==> src/rtl/run_ctrl_pkg.sv <==
// Shared types and constants for the CPU run controller.
package run_ctrl_pkg;

   typedef enum logic [1:0] {IDLE, RESET, RUN, DONE} run_state_e;

   localparam logic [31:0] TOHOST_ADDR_DEFAULT = 32'h0000_1000;
   localparam int          PASS_VALUE          = 1;

endpackage

==> src/rtl/tohost_mon.sv <==
// Per-hart tohost watcher: first store to the mailbox halts the hart and
// records whether it reported pass (1) or a failure code (data >> 1).
module tohost_mon
   import run_ctrl_pkg::*;
#(
   parameter int              XLEN        = 32,
   parameter logic [XLEN-1:0] TOHOST_ADDR = XLEN'(TOHOST_ADDR_DEFAULT)
) (
   input  logic            i_clk,
   input  logic            i_rst_n,
   input  logic            i_clear,
   input  logic            i_enable,
   input  logic            i_st_valid,
   input  logic [XLEN-1:0] i_st_addr,
   input  logic [XLEN-1:0] i_st_data,
   output logic            o_hit,
   output logic            o_fail_evt,
   output logic [XLEN-1:0] o_evt_code,
   output logic            o_halted,
   output logic            o_fail
);

   logic r_halted;
   logic r_fail;
   logic w_hit;
   logic w_pass;

   assign w_hit      = i_enable & i_st_valid & (i_st_addr == TOHOST_ADDR) & ~r_halted;
   assign w_pass     = (i_st_data == XLEN'(PASS_VALUE));
   assign o_hit      = w_hit;
   assign o_fail_evt = w_hit & ~w_pass;
   assign o_evt_code = i_st_data >> 1;
   assign o_halted   = r_halted;
   assign o_fail     = r_fail;

   always_ff @(posedge i_clk or negedge i_rst_n) begin
      if (!i_rst_n) begin
         r_halted <= 1'b0;
         r_fail   <= 1'b0;
      end else if (i_clear) begin
         r_halted <= 1'b0;
         r_fail   <= 1'b0;
      end else if (w_hit) begin
         r_halted <= 1'b1;
         r_fail   <= ~w_pass;
      end
   end

endmodule

==> src/rtl/cpu_run_ctrl.sv <==
// Run controller: sequences core reset, counts RUN cycles, collects tohost
// results per hart. Optional per-hart retire counters under RUN_CTRL_RETIRE_CNT_EN.
module cpu_run_ctrl
   import run_ctrl_pkg::*;
#(
   parameter int              NUM_HARTS   = 1,
   parameter int              XLEN        = 32,
   parameter int              RST_CYCLES  = 2,
   parameter int              MAX_CYCLES  = 10000,
   parameter logic [XLEN-1:0] TOHOST_ADDR = XLEN'(TOHOST_ADDR_DEFAULT),
   localparam int             CNT_W       = $clog2(MAX_CYCLES + 1)
) (
   input  logic                      i_clk,
   input  logic                      i_rst_n,
   input  logic                      i_start,
   input  logic [NUM_HARTS-1:0]      i_st_valid,
   input  logic [NUM_HARTS*XLEN-1:0] i_st_addr,
   input  logic [NUM_HARTS*XLEN-1:0] i_st_data,
   input  logic [NUM_HARTS-1:0]      i_retire,
   output logic                      o_core_rst,
   output logic                      o_running,
   output logic                      o_done,
   output logic                      o_pass,
   output logic                      o_timeout,
   output logic [NUM_HARTS-1:0]      o_halted,
   output logic [XLEN-1:0]           o_exit_code,
`ifdef RUN_CTRL_RETIRE_CNT_EN
   output logic [NUM_HARTS*CNT_W-1:0] o_retired_cnt,
`endif
   output logic [CNT_W-1:0]          o_cycle_cnt
);

   localparam int RCW = (RST_CYCLES > 1) ? $clog2(RST_CYCLES) : 1;

   run_state_e                       r_state, w_next;
   logic [RCW-1:0]                   r_rst_cnt;
   logic [CNT_W-1:0]                 r_cycle_cnt;
   logic                             r_timeout;
   logic [XLEN-1:0]                  r_exit_code;
   logic                             w_start, w_run, w_rst_last, w_limit, w_all_halt, w_any_fail;
   logic [NUM_HARTS-1:0]             w_hit, w_fail_evt, w_halted, w_fail;
   logic [NUM_HARTS-1:0][XLEN-1:0]   w_evt_code;
   logic [XLEN-1:0]                  w_first_code;

   assign w_start    = i_start & ((r_state == IDLE) | (r_state == DONE));
   assign w_run      = (r_state == RUN);
   assign w_rst_last = (r_rst_cnt == RCW'(RST_CYCLES - 1));
   assign w_limit    = (r_cycle_cnt == CNT_W'(MAX_CYCLES));
   assign w_all_halt = &(w_halted | w_hit);
   assign w_any_fail = |w_fail;

   for (genvar g = 0; g < NUM_HARTS; g++) begin : g_mon
      tohost_mon #(.XLEN(XLEN), .TOHOST_ADDR(TOHOST_ADDR)) u_mon (
         .i_clk      (i_clk),
         .i_rst_n    (i_rst_n),
         .i_clear    (w_start),
         .i_enable   (w_run),
         .i_st_valid (i_st_valid[g]),
         .i_st_addr  (i_st_addr[g*XLEN +: XLEN]),
         .i_st_data  (i_st_data[g*XLEN +: XLEN]),
         .o_hit      (w_hit[g]),
         .o_fail_evt (w_fail_evt[g]),
         .o_evt_code (w_evt_code[g]),
         .o_halted   (w_halted[g]),
         .o_fail     (w_fail[g])
      );
   end

   // Lowest-index hart failing this cycle supplies the exit code.
   always_comb begin
      w_first_code = '0;
      for (int i = NUM_HARTS - 1; i >= 0; i--)
         if (w_fail_evt[i]) w_first_code = w_evt_code[i];
   end

   always_ff @(posedge i_clk or negedge i_rst_n) begin
      if (!i_rst_n) r_state <= IDLE;
      else          r_state <= w_next;
   end

   always_comb begin
      w_next = r_state;
      unique case (r_state)
         IDLE:    if (i_start) w_next = RESET;
         RESET:   if (w_rst_last) w_next = RUN;
         RUN:     if (w_all_halt || w_limit) w_next = DONE;
         DONE:    if (i_start) w_next = RESET;
         default: w_next = IDLE;
      endcase
   end

   always_comb begin
      o_core_rst  = ~w_run;
      o_running   = w_run;
      o_done      = (r_state == DONE);
      o_pass      = (r_state == DONE) & ~w_any_fail & ~r_timeout;
      o_timeout   = r_timeout;
      o_halted    = w_halted;
      o_exit_code = r_exit_code;
      o_cycle_cnt = r_cycle_cnt;
   end

   always_ff @(posedge i_clk or negedge i_rst_n) begin
      if (!i_rst_n) begin
         r_rst_cnt   <= '0;
         r_cycle_cnt <= '0;
         r_timeout   <= 1'b0;
         r_exit_code <= '0;
      end else begin
         r_rst_cnt <= ((r_state == RESET) && !w_rst_last) ? r_rst_cnt + RCW'(1) : '0;
         if (w_start) begin
            r_cycle_cnt <= '0;
            r_timeout   <= 1'b0;
            r_exit_code <= '0;
         end else begin
            if (w_run && !w_limit) r_cycle_cnt <= r_cycle_cnt + CNT_W'(1);
            if (w_run && w_limit)  r_timeout   <= 1'b1;
            if (!w_any_fail && |w_fail_evt) r_exit_code <= w_first_code;
         end
      end
   end

`ifdef RUN_CTRL_RETIRE_CNT_EN
   logic [NUM_HARTS-1:0][CNT_W-1:0] r_ret_cnt;

   always_ff @(posedge i_clk or negedge i_rst_n) begin
      if (!i_rst_n) begin
         r_ret_cnt <= '0;
      end else if (w_start) begin
         r_ret_cnt <= '0;
      end else begin
         for (int i = 0; i < NUM_HARTS; i++)
            if (w_run && i_retire[i] && !w_halted[i] && (r_ret_cnt[i] != '1))
               r_ret_cnt[i] <= r_ret_cnt[i] + CNT_W'(1);
      end
   end

   assign o_retired_cnt = r_ret_cnt;
`else
   logic w_unused_retire;
   assign w_unused_retire = ^i_retire;
`endif

endmodule

==> config.mk <==
export PLATFORM = sky130hd
export DESIGN_NAME = cpu_run_ctrl
export DESIGN_NICKNAME = d
export VERILOG_FILES = /design/src/rtl/run_ctrl_pkg.sv /design/src/rtl/tohost_mon.sv /design/src/rtl/cpu_run_ctrl.sv
export SDC_FILE = /design/constraint.sdc
export NUM_CORES = 1
export LEC_CHECK = 0
export BUFFER_PORTS_ARGS = -buffer_cell sky130_fd_sc_hd__buf_2
export CAP_MARGIN = 30
export CORE_MARGIN = 4
export CORE_UTILIZATION = 40
export CTS_BUF_LIST = sky130_fd_sc_hd__clkbuf_4 sky130_fd_sc_hd__clkbuf_8
export CTS_CLUSTER_DIAMETER = 30
export DETAILED_ROUTE_END_ITERATION = 8
export PLACE_DENSITY = 0.72
export SKIP_LAST_GASP = 1
export SLEW_MARGIN = 25
export SYNTH_ARGS = -nofsm -noshare
export SYNTH_HDL_FRONTEND = slang
export SYNTH_HIERARCHICAL = 1
export SYNTH_SLANG_ARGS = --single-unit
==> constraint.sdc <==
create_clock -name i_clk -period 2.8 [get_ports i_clk]
set_input_delay 0.56 -clock i_clk [delete_from_list [all_inputs] [get_ports i_clk]]
set_output_delay 0.56 -clock i_clk [all_outputs]
set_load 0.01 [all_outputs]
==> results of run 1 <==
## layer usage
metal  up-vias  track usage (%)
met2        55             25.5
li1       1014                -
met4         0             3.25
met1      1000             19.0
met3         2             3.87
met5         -                0
## stage by stage
stage	cells	hold slack [ns]	area (sq um)	worst slack (ns)
floorplan	239	0.264	2650	0.492
detailed placement	399	0.428	3120	0.470
finish	407	0.215	3240	0.646
global placement	399	0.406	3120	0.493
global route	407	0.220	3240	0.481
CTS	407	0.214	3240	0.622
## critical path, cell delays in order, from the launching register on
cell and delay [ns]:
dfrtp_1 0.41, inv_1 0.09, ha_1 0.20, and4b_1 0.22, nand4_2 0.11, nor4_4 0.24, o21a_1 0.20, nor3b_2 0.24
buf_12 0.22, a22o_1 0.15
## registers in the layout, summed over array words and instances (netlist names)
signal / count
o_exit_code: 32
r_rst_cnt: 1
o_timeout: 1
r_state: 2
o_cycle_cnt: 14
g_mon.u_mon/o_halted: 1
g_mon.u_mon/o_fail: 1
## area by class of cell
type                            instances  share of cell area [%]
Clock inverter                          2                    1.20
Inverter                                9                    1.04
Sequential cell                        52                    40.1
Timing Repair Buffer                  125                    20.1
Clock buffer                            6                    2.55
Multi-Input combinational cell        136                    32.0
Tap cell                               77                    2.97
## cell families after synthesis
group / share of synthesized area (%)
AND/OR/NAND/NOR: 17.2
AO/OA/AOI/OAI: 14.3
flip-flops: 49.1
buffers and inverters: 12.1
XOR/XNOR: 3.31
adder cells (fa/ha/maj): 2.36
other: 0.142
multiplexers: 1.51
## worst paths after layout
check | slack (ns) | start | endpoint | cells after the start
max | 0.65 | r_state[0] | o_exit_code[14] | 9
min | 0.21 | i_rst_n | o_exit_code[17] | 2
max reg2reg | 0.65 | r_state[0] | o_exit_code[14] | 9
min reg2reg | 0.43 | r_rst_cnt | r_rst_cnt | 1
max in group asynchronous | 2.24 | i_rst_n | o_cycle_cnt[1] | 2
min in group i_clk | 0.43 | r_rst_cnt | r_rst_cnt | 1
## power groups by stage
stage          combinational, uW  sequential (uW)  clock [uW]
6_report                     510              823         532
5_1_grt                      578              831         595
4_1_cts                      521              824         554
3_5_place_dp                 518              838           0
3_3_place_gp                 507              834           0
2_1_floorplan                349              832           0
## cells in the final DEF (no fill, tap or decap), types with 2 or more instances in the layout
master and count:
buf_2 119, dfrtp_1 52, a22o_1 32, nor2_1 13, nor4_1 13, nand2_1 10
inv_1 9, nand4_1 7, xnor2_1 7, a21oi_1 6, clkbuf_8 6, nor4_2 6
ha_1 5, buf_4 5, nand3_1 4, mux2i_1 4, or3_1 3, xor2_1 3
nor3_1 2, o21ai_0 2
==> metrics.txt, run 1 <==
CTS root buffer clkbuf_8; global route overflow 0; fill count between 500 and 600; Top Layer Used met4; startpoint types flop; row cnt 29; setup TNS 0 ns; Static Leak 0.00169 uW; final setup fails 0; CTS max path bufs 2; share of layout cells above drive strength 1 44.8%; top cell type's share of synthesized area 49.1%; vias in the first global route 2,079; Routed met1 length 2530 microns; IO Port Bufs 119; antenna violations before repair 0; Yosys top cell by area dfrtp_1; P&R area growth vs syn 22.4%; most common cell in the netlist dfrtp_1; maximum VDD drop 308 uV; Multi-input gate area 1040 sq um; final core utilization 50.8%; Iter 0 DRT Violations 54; core area ~6400 sq um; # DRC 0; post-cts hold buffer count 0; CP Data Required Time 3.04 ns; global-route wire length before repair 9350 microns; routed wl met2 2990 microns; Final Max Tran Viols 0; Final nets approximately 400; Max-cap violations 0; largest net degree at the start of global routing 33; YS warnings 6; total CTS buffers 5; Sequential Area 1300 sq um; Initial Util 41.5%; status finished, final reports clean; Seq/Total Area, Yosys 49.1%; worst path arrival time 2.40 ns; clock-pin slew on the worst setup and hold paths 0.10 ns; x dimension of the die 89.4 microns; ys flop type dfrtp_1; GR Util All Layers between 10 and 15%; Worst-Skew Late Latency 0.30 ns; Avg WL per Cell 14.4 microns; DR WL met3 325 microns; share of power burned in registers 44.1%; diode count 0; post-route clock period utilization 76.9%; Final min period about 2.2 ns; Detailed Routing Iterations Pass 1 4; Routed Antenna Nets 0; synth unique cells 38; CTS tree built; skew final 0.0101 ns; Net Sw Frac 31.2%; Post-synth top cells 52 x dfrtp_1, 32 x a22o_1, 32 x buf_4, 13 x nor2_1, 13 x nor4_1; clock share of power 28.5%; total chip power around 1900 uW; WS Path Type reg2reg; unrepaired setup endpoints after global routing false; Power per Cell Area approximately 580 nW/um^2; clk sinks 52; Psw about 580 uW; GP Congestion 0.795; CTS H-tree lvls 2; Synth Instances 239; Hold Crit Class in2async; Die H about 89 microns; maximum clock rate 0.464 GHz; internal power around 1300 uW; Synth async-reset ratio 100%; Netlist Area Pre-Place between 2000 and 3000 sq um; Post-Route WL 5870 microns; Combinational Power Share 27.3%; crit path capture type flop; I/O pin count between 100 and 150; syn_area_per_cell 11.1 sq um; Post-synth EDFFs 0; die area 7990 sq um; post-cts resize count 0; DR vias/cell 5.09; Area contributors post-synth dfrtp_1 49%, a22o_1 11%, buf_4 9.1%; post-detail-place hpwl approximately 4600 microns; critical-path maximum fanout 32; post-synth net total 313; post-CTS setup buffers 0; flops & latches, synth 52; final hold vios 0; DR vias 2,071
Note: power is estimated with default switching activity, not from simulation.
==> run 2, diff against run 1 <==
- clock period: 2.8 -> 2.3 ns (I/O delays scaled with it)
==> metrics.txt, run 2 (same netlist as run 1, synthesis figures left out) <==
antenna violations before repair 0 (unchanged); # DRC 0 (unchanged); commonest non-fill, non-tap cell in the layout buf_2 (unchanged); final hold vios 0 (unchanged); die area 7990 sq um (unchanged); worst path arrival time 2.26 ns (was 2.40 ns); Detailed Routing Iterations Pass 1 6 (was 4); total chip power 2370 uW (was 1860 uW); WHS Path Cells 2; IO Port Bufs 119 (unchanged); GR Util All Layers 14.8% (was 14.9%); setup TNS 0 ns (unchanged); clock-pin slew on the worst setup and hold paths 0.09 ns (was 0.10 ns); Iter 0 DRT Violations 48 (was 54); I/O pin count 121 (unchanged); hold path endpoint o_exit_code[3]; fill count 600 (was 584); DR vias/cell 5.12 (was 5.09); Net Sw Frac 29.8% (was 31.2%); Final nets 407 (was 403); Die H 89.4 microns (unchanged); Worst R2R End r_state[1] (was o_exit_code[14]); Avg WL per Cell 14.2 microns (was 14.4 microns); WS Path Type reg2reg (unchanged); critical-path maximum fanout 7 (was 32); Hold Crit Class in2reg (was in2async); Worst-Skew Late Latency 0.30 ns (about the same); CTS root buffer clkbuf_8 (unchanged); GP Congestion 0.817 (was 0.795); CTS tree built (unchanged); skew final 0.00803 ns (was 0.0101 ns); Power per Cell Area 721 nW/um^2 (was 575 nW/um^2); share of layout cells above drive strength 1 45.0% (was 44.8%); Final Max Tran Viols 0 (unchanged); share of power burned in registers 42.1% (was 44.1%); internal power 1660 uW (was 1280 uW); core area 6390 sq um (unchanged); Hold Crit Start i_st_data[4]; Post-Route WL 5810 microns (was 5870 microns); row cnt 29 (unchanged); Sequential Area 1300 sq um (unchanged); CTS max path bufs 2 (unchanged); largest net degree at the start of global routing 33 (unchanged); crit path capture type flop (unchanged); clk sinks 52 (unchanged); global route overflow 0 (unchanged); Psw 705 uW (was 582 uW); most frequent cells in the layout 119 x buf_2, 52 x dfrtp_1, 32 x a22o_1 (unchanged); diode count 0 (unchanged); startpoint types flop (unchanged); post-cts resize count 0 (unchanged); final setup fails 0 (unchanged); post-route clock period utilization 88.9% (was 76.9%); Final min period 2.04 ns (was 2.15 ns); DR vias 2,098 (was 2,071); Initial Util 41.5% (unchanged); Max-cap violations 0 (unchanged); Routed Antenna Nets 0 (unchanged); Crit Reg-Reg Startpoint o_cycle_cnt[6] (was r_state[0]); total CTS buffers 5 (unchanged); CTS H-tree lvls 2 (unchanged); maximum clock rate 0.489 GHz (was 0.464 GHz); r2r worst-path depth 4 (was 9); max reg flops 32 (unchanged); vias in the first global route 1,999 (was 2,079); P&R area growth vs syn 23.9% (was 22.4%); unrepaired setup endpoints after global routing false (unchanged); global-route wire length before repair 9290 microns (was 9350 microns); CP Data Required Time 2.51 ns (was 3.04 ns); maximum VDD drop 352 uV (was 308 uV); Multi-input gate area 1040 sq um (unchanged); crit path from o_cycle_cnt[6] (was r_state[0]); clock share of power 30.0% (was 28.5%); post-detail-place hpwl 4590 microns (about the same); Static Leak 0.00172 uW (was 0.00169 uW); x dimension of the die 89.4 microns (unchanged); status finished, final reports clean (unchanged); reg-to-reg setup timing slack 0.26 ns (was 0.65 ns); Combinational Power Share 27.9% (was 27.3%)
==> run 2: how the worst max path moves through the flow <==
stage                            to  slack (ns)  depth (start not counted)
floorplan           o_exit_code[10]        0.05                          9
global placement    o_exit_code[14]        0.15                          8
detailed placement  o_exit_code[16]        0.11                          8
CTS                 o_exit_code[14]        0.22                          9
global route        o_exit_code[10]        0.06                          9
finish                   r_state[1]        0.26                          4
==> run 2: through the flow <==
stage | area, sq um | setup WS, ns | utilization, % | hold slack, ns | std cells
floorplan | 2650 | 0.0534 | - | 0.164 | 239
global placement | 3140 | 0.150 | 49.2 | 0.272 | 402
CTS | 3280 | 0.217 | 51.4 | 0.378 | 410
detailed placement | 3140 | 0.114 | 49.2 | 0.273 | 402
finish | 3280 | 0.256 | 51.4 | 0.389 | 410
global route | 3280 | 0.0584 | 51.4 | 0.379 | 410
==> run 2: critical path: stages (launching register included) <==
cell and delay [ns]:
dfrtp_1 0.46, or4b_2 0.75, o41ai_4 0.34, o31a_2 0.22
mux2i_1 0.20
==> run 2: layout make-up <==
cell class                 count  share of cell area, %
timing repair buffer         129                   20.9
multi-input combinational    136                   31.6
sequential                    52                   39.6
tap                           77                   2.93
clock buffer                   5                   2.10
clock inverter                 2                   1.83
inverter                       9                   1.03
==> run 2: timing repair <==
| item | in CTS | in global routing |
|---|---|---|
| hold buffers | 1 | 0 |
| setup buffers | 0 | 0 |
| hold endpoints to repair | 3 | 0 |
==> run 2: power by group through the flow <==
stage               clock network [uW]  logic [uW]  registers, uW
floorplan                            0         425           1010
global placement                     0         652           1010
detailed placement                   0         668           1010
CTS                                733         673            997
global route                       769         747           1000
finish                             709         660            997
==> run 2: per-layer routing <==
layer  part of all wire (%)  vias to the layer above  global-route usage (%)
li1                       -                     1024                       -
met1                     43                     1004                    19.5
met2                     50                       65                    24.5
met3                    6.1                        5                    3.23
met4                   0.90                        0                    4.06
met5                      0                        -                       0
